## config.mk

```make
export PLATFORM = sky130hd
export DESIGN_NAME = reg_file_wr_demux
export DESIGN_NICKNAME = d
export VERILOG_FILES = /design/src/rtl/regfile_pkg.sv /design/src/rtl/reg_file_wr_demux_decoder.sv /design/src/rtl/reg_file_wr_demux.sv
export SDC_FILE = /design/constraint.sdc
export NUM_CORES = 2
export LEC_CHECK = 0
export ABC_AREA = 0
export CORE_ASPECT_RATIO = 1.2
export CORE_UTILIZATION = 55
export CTS_CLUSTER_SIZE = 14
export DETAILED_ROUTE_END_ITERATION = 16
export PLACE_DENSITY = 0.77
export SYNTH_ARGS = -nofsm -noshare
export SYNTH_HDL_FRONTEND = slang
export SYNTH_HIERARCHICAL = 1
export SYNTH_SLANG_ARGS = --single-unit
```

## constraint.sdc

```tcl
create_clock -name clk -period 78.9 [get_ports clk]
set_clock_uncertainty 0.2 [all_clocks]
set_input_delay 11.835 -clock clk [delete_from_list [all_inputs] [get_ports clk]]
set_output_delay 11.835 -clock clk [all_outputs]
set_load 0.005 [all_outputs]
```

## src/rtl/regfile_pkg.sv

```systemverilog
// Shared register-file constants: data/address widths and the named
// register indices that other pipeline stages refer to.
package regfile_pkg;

    localparam int DATA_W = 32;
    localparam int ADDR_W = 5;

    localparam logic [4:0] REG_ZERO = 5'd0;
    localparam logic [4:0] REG_SP   = 5'd29;
    localparam logic [4:0] REG_RA   = 5'd31;

endpackage

```

## src/rtl/reg_file_wr_demux_decoder.sv

```systemverilog
// Write-side demultiplexer decode: (en, addr) -> one-hot register enable,
// with the enable for the hardwired-zero register always held low.
module decoder_5to32
    import regfile_pkg::*;
#(
    parameter int AW = ADDR_W
) (
    input  logic              en,
    input  logic [AW-1:0]     addr,
    output logic [2**AW-1:0]  onehot
);

    always_comb begin
        onehot = '0;
        if (en) begin
            onehot[addr] = 1'b1;
        end
        onehot[0] = 1'b0;
    end

endmodule

```

## src/rtl/reg_file_wr_demux.sv

```systemverilog
// MIPS general-purpose register file: one demultiplexed write port,
// two combinational read ports with optional write-first forwarding.
module reg_file_wr_demux #(
    parameter int DATA_W   = 32,
    parameter int ADDR_W   = 5,
    parameter int NUM_REGS = 32,
    parameter int BYPASS   = 1
) (
    input  logic              clk,
    input  logic              rst,
    input  logic              we,
    input  logic [ADDR_W-1:0] waddr,
    input  logic [DATA_W-1:0] wdata,
    input  logic [ADDR_W-1:0] raddr_a,
    input  logic [ADDR_W-1:0] raddr_b,
    output logic [DATA_W-1:0] rdata_a,
    output logic [DATA_W-1:0] rdata_b,
    output logic              wr_ack,
    output logic [15:0]       wr_count
);

    import regfile_pkg::REG_ZERO;

    logic [DATA_W-1:0]   regs [NUM_REGS];
    logic [NUM_REGS-1:0] wen;
    logic                accept;

    decoder_5to32 #(
        .AW (ADDR_W)
    ) u_decoder (
        .en     (we),
        .addr   (waddr),
        .onehot (wen)
    );

    // wen already excludes $0, so any set bit is an accepted write
    assign accept = |wen;

    always_ff @(posedge clk or posedge rst) begin
        if (rst) begin
            for (int unsigned i = 0; i < NUM_REGS; i++) begin
                regs[i] <= '0;
            end
            wr_ack   <= 1'b0;
            wr_count <= '0;
        end else begin
            for (int unsigned i = 1; i < NUM_REGS; i++) begin
                if (wen[i]) begin
                    regs[i] <= wdata;
                end
            end
            wr_ack   <= accept;
            wr_count <= wr_count + 16'(accept);
        end
    end

    // Forwarding keys off the decoded enable, so a read of the register being
    // written this cycle returns wdata; suppressed in reset so reads stay zero.
    always_comb begin
        rdata_a = regs[raddr_a];
        rdata_b = regs[raddr_b];
        if (BYPASS != 0 && !rst) begin
            if (wen[raddr_a]) rdata_a = wdata;
            if (wen[raddr_b]) rdata_b = wdata;
        end
        if (raddr_a == ADDR_W'(REG_ZERO)) rdata_a = '0;
        if (raddr_b == ADDR_W'(REG_ZERO)) rdata_b = '0;
    end

    assert property (@(posedge clk) disable iff (rst) !$isunknown(we));

endmodule

```

Yosys cells after proc, flatten, opt, wreduce, memory -nomap -nowiden
Index checks and enable logic that the tools add are counted.
- $add $sub $neg: 1
- $lt $le $gt $ge: 6
- muxes and demuxes: 19
- bitwise gates (word level): 2
- reductions and logical operators: 4
- operators by type and width (cell ; count):
    $mux 32 ; 11
    $bmux 32 s5 ; 2
    $reduce_or 31->1 ; 1
    $lt 5x6->1 const B ; 3
    $add 16x1->16 ; 1
    $ge 6x6->1 const B ; 2
    $not 5->6 ; 2
    $bmux 1 s5 ; 2
    $logic_not 5->1 ; 2
    $demux 1 s5 ; 1
    $ge 5x1->1 const B ; 1
    $mux 1 ; 3
    $logic_and 1x1->1 ; 1
- register bits after elaboration: 1009
- bits of input ports: 50

Depth between registers and ports, before layout
- word-level depth: 10
- depth in mapped cells: 13
- gate-level depth less buffers: 11

Cells and area by module
The synthesis kept the hierarchy.
- modules (own cells, without submodules) (module ; times used ; cells an instance ; area an instance (µm²)):
    reg_file_wr_demux ; 1 ; 3803 ; 54512.3
    decoder_5to32 ; 1 ; 48 ; 237.7

Worst setup path before layout
Ideal clock, no wire load.
- path type: input to output
- start: in rst
- end: out rdata_a[20]
- arrival: 34951 ps
- data required time: 66865 ps
- path slack: 31914 ps
- cell stages on the path: 6
- path buffers: 1
- path through: inv_1 > nand3_2 > o41ai_4 > clkbuf_1 > nand3_1 > o21ai_1
- cells in the longest elaborated chain, start to end: 2
- RTL lines (item ; RTL line ; RTL):
    start: declaration ; reg_file_wr_demux.sv:10 ; input logic rst,
    $mux 32 ; reg_file_wr_demux.sv:62 ; if (BYPASS != 0 && !rst) begin
    $mux 32 ; reg_file_wr_demux.sv:66 ; if (raddr_a == ADDR_W'(REG_ZERO)) rdata_a = '0;
    end: declaration ; reg_file_wr_demux.sv:16 ; output logic [DATA_W-1:0] rdata_a,
No other way between the ends.

Final worst setup path
- start: in waddr[2]
- end: out rdata_b[6]
- cells in the longest elaborated chain, start to end: 10
- RTL lines (item ; RTL line ; RTL):
    start: declaration ; reg_file_wr_demux.sv:12 ; input logic [ADDR_W-1:0] waddr,
    $lt 5x6->1 (not written as such) or $ge 5x1->1 (tied branches) ; reg_file_wr_demux_decoder.sv:16 ; onehot[addr] = 1'b1;
    $logic_and 1x1->1 (not written as such) ; reg_file_wr_demux_decoder.sv:16 ;
    $mux 1 (not written as such) ; reg_file_wr_demux_decoder.sv:16 ;
    $demux 1 s5 (*) ; -- ;
    $mux 32 (*) ; reg_file_wr_demux_decoder.sv:15 ; if (en) begin
    net wen[16] ; reg_file_wr_demux.sv:25 ; logic [NUM_REGS-1:0] wen;
    $bmux 1 s5 (*) ; reg_file_wr_demux.sv:64 ; if (wen[raddr_b]) rdata_b = wdata;
    $mux 1 (not written as such) (*) ; reg_file_wr_demux.sv:64 ;
    $mux 32 (*) ; reg_file_wr_demux.sv:64 ;
    $mux 32 (*) ; reg_file_wr_demux.sv:62 ;
    $mux 32 (*) ; reg_file_wr_demux.sv:67 ; if (raddr_b == ADDR_W'(REG_ZERO)) rdata_b = '0;
    end: declaration ; reg_file_wr_demux.sv:17 ; output logic [DATA_W-1:0] rdata_b,
Mark *: on every way through the listed nets, which the timed path passes. The rest lies on a longest branch. The select of a mux whose other input is x is not followed.

==> qor.yml <==
critPathMaxStageDelay_ns: 0.90
tns_ns: 0
required_ns: 66.87
outcome: "finished, final reports clean"
peakVddDrop_mv: 0.0206
n_fill_cell: 7211
cpMaxStageDelayCell: "and3_4"
clockBufferDepth: 3
start_util_pct: 55.6
antenna_left: 0
place_congestion: 0.885
hold_path.class: "reg -> reg"
switching_share_pct: 27.7
seq_area_um2: 25200
fin_crit_ns: 28.88
internal_power_uw: 1110
synth_edf_count: 0
fin_crit_sh_pct: 36.6
hold_buffers: 0
power.leakage_uw: 0.0254
die_area_um2: 101000
syn_area_um2: 54800
hold_ws_ns: 0.273
drc: 0
layout.nets: 3792
grt_first_pass_wirelength_um: 258000
rrSetupSlack_ns: 77.11
crit_path_max_fanout: 62
synth.area.top_cells: "dfrtp_1 (46%), mux2_2 (21%), mux4_2 (17%)"
grt_antenna_before_repair: 3
finalWirelength_um: 173000
async_flop_share_pct: 100
place_area_um2: 56900
post_cts_resized: 0
ys.flop_type: "dfrtp_1"
timing.rr.end: "wr_count[15]"
arrival_ns: 16.84
root_buffer: "clkbuf_16"
drt_pre_antenna_iters: 10
slew_headroom_pct: 6.05
grt_use_total_pct: 34.7
slew_violations: 0
design_area_um2: 60400
cts_tree: "built"
yosysSeqAreaShare_pct: 46.1
clk_latency_ns: 0.67
port_buffers: 130
clock_sinks: 1009
h-tree-depth: 3
numCtsBuffers: 101
overflow: 0
worstMarginPinSlew_ns: 1.40
crit_family: "simple AND/OR/NAND/NOR gates"
grt_pass1_vias: 38200
avgRoutedWirePerCell_um: 33.8
pwr-share-clk_pct: 33.4
ff2ff_path_depth: 5
hold_start: "wr_count[15]"
layout_commonest_cell: "mux2_2"
cap_viol_max_count: 0
yosysTopAreaCell: "dfrtp_1"
min_path_cells: 1
cp.buffers_inverters: 3
yosysWarnings: 70
rsz0062_at_grt: "no"
syn2layout_area_growth_pct: 10.3
core_um2: 98500
layout_common_cells: "mux2_2 (1028), dfrtp_1 (1009), mux4_2 (413)"
grt_max_degree: 181
p_comb_share_pct: 20.9
syn_inst: 3851
finalSetupViolations: 0
power_density_nw_per_um2: 25.3
die_h_um: 348
power_frac_seq_pct: 45.7
via_per_inst: 7.28
synth_area_per_cell_um2: 14.2
fp-row-count: 126
yosysTopAreaCellShare_pct: 46.1
path_common_cell: "clkdlybuf4s50_1"
drive_gt1_share_pct: 47.6
post_cts_buffers: 0
crit_chain: "clkdlybuf4s50_1 > nand4bb_1 > nor2_4 > buf_4 > mux4_2 > nor3_1 > a311oi_1 > and3_4 > a2111oi_0 > a31o_2 > clkdlybuf4s50_1"
multi_input_area_um2: 27900
netlist-cell-type-count: 57
r2r-start: "wr_count[0]"
drtIter0Drc: 4220
vias: 37200
worst_setup_path_end_kind: "primary output"
syn-num-nets: 3903
path_clk_slew_ns: 0.07
place_hpwl_um: 99700
startpoint_type: "input pin"
io_pins: 131
crit_type: "in -> out"
power.net_switching_uw: 424
min_to: "wr_count[15]"
ys_ff_latch: 1009
die_w_um: 290
max_freq_ghz: 0.0346
finalHoldViolations: 0
-- worst max path at each step --
stage | from | cells after the start | slack (ns) | to
4_1_cts | waddr[2] | 11 | 50.13 | rdata_b[6]
6_report | waddr[2] | 11 | 50.02 | rdata_b[6]
3_5_place_dp | waddr[2] | 11 | 50.16 | rdata_b[6]
5_1_grt | waddr[2] | 11 | 49.93 | rdata_b[0]
3_3_place_gp | waddr[1] | 10 | 50.28 | rdata_b[23]
2_1_floorplan | rst | 6 | 31.91 | rdata_a[20]
-- cell families after synthesis --
| kind of cell | count (synthesis) | share of synthesized area, % |
|---|---|---|
| adders and majority gates | 2 | 0.0457 |
| other | 1 | 0.00685 |
| buffers and inverters | 448 | 3.51 |
| and+or+nand+nor | 321 | 2.98 |
| xor gates and xnor gates | 14 | 0.224 |
| muxes | 1611 | 41.2 |
| AOI/OAI and AO/OA | 445 | 5.87 |
| DFF | 1009 | 46.1 |
-- power by group through the flow --
stage / Sequential [uW] / Combinational [uW] / Clock (uW)
6_report: 699 / 320 / 511
5_1_grt: 711 / 339 / 535
4_1_cts: 695 / 318 / 515
3_5_place_dp: 704 / 317 / 0
3_3_place_gp: 696 / 309 / 0
2_1_floorplan: 679 / 243 / 0
-- area by class of cell --
| type | count | share of cell area, % |
|---|---|---|
| diodes | 6 | 0.0249 |
| clock buffers | 144 | 4.90 |
| clock inverters | 43 | 0.901 |
| inverters | 4 | 0.0373 |
| multi-input cells | 2394 | 46.2 |
| flip-flops and latches | 1009 | 41.8 |
| well taps | 1280 | 2.65 |
| repair buffers | 230 | 3.50 |
-- cell usage after synthesis, types with 19 or more instances --
cell / instances
a211oi_1: 63
a21oi_1: 66
a221oi_1: 35
a22oi_1: 76
a31o_2: 27
buf_1: 61
buf_2: 94
buf_4: 27
clkbuf_1: 259
dfrtp_1: 1009
mux2_2: 1028
mux2i_1: 170
mux4_2: 413
nand2_1: 67
nand3_1: 62
nor2_1: 72
nor2b_1: 39
nor4_1: 30
o211ai_1: 19
o21ai_0: 43
o22ai_1: 43
-- state kept, by name, summed over array words and instances (netlist names) --
register and cells:
regs 992, wr_count 16, wr_ack 1
-- per-layer routing --
layer  global-route usage [%]  wire (um)  vias up
met5                        0          0        -
met4                     21.2      11900        0
met3                     7.13      16100      591
met2                     54.8      81600     2200
met1                     44.2      62900    19800
li1                         -          -    14600
-- through the flow --
stage / util (%) / total power [uW] / std cells / setup slack [ns]
2_1_floorplan: - / 922 / 3851 / 31.91
3_3_place_gp: 57.7 / 1010 / 4917 / 50.28
3_5_place_dp: 57.7 / 1020 / 4917 / 50.16
4_1_cts: 61.3 / 1530 / 5104 / 50.13
5_1_grt: 61.3 / 1590 / 5105 / 49.93
6_report: 61.3 / 1530 / 5110 / 50.02
No activity file was read; power rests on OpenSTA's default activity.
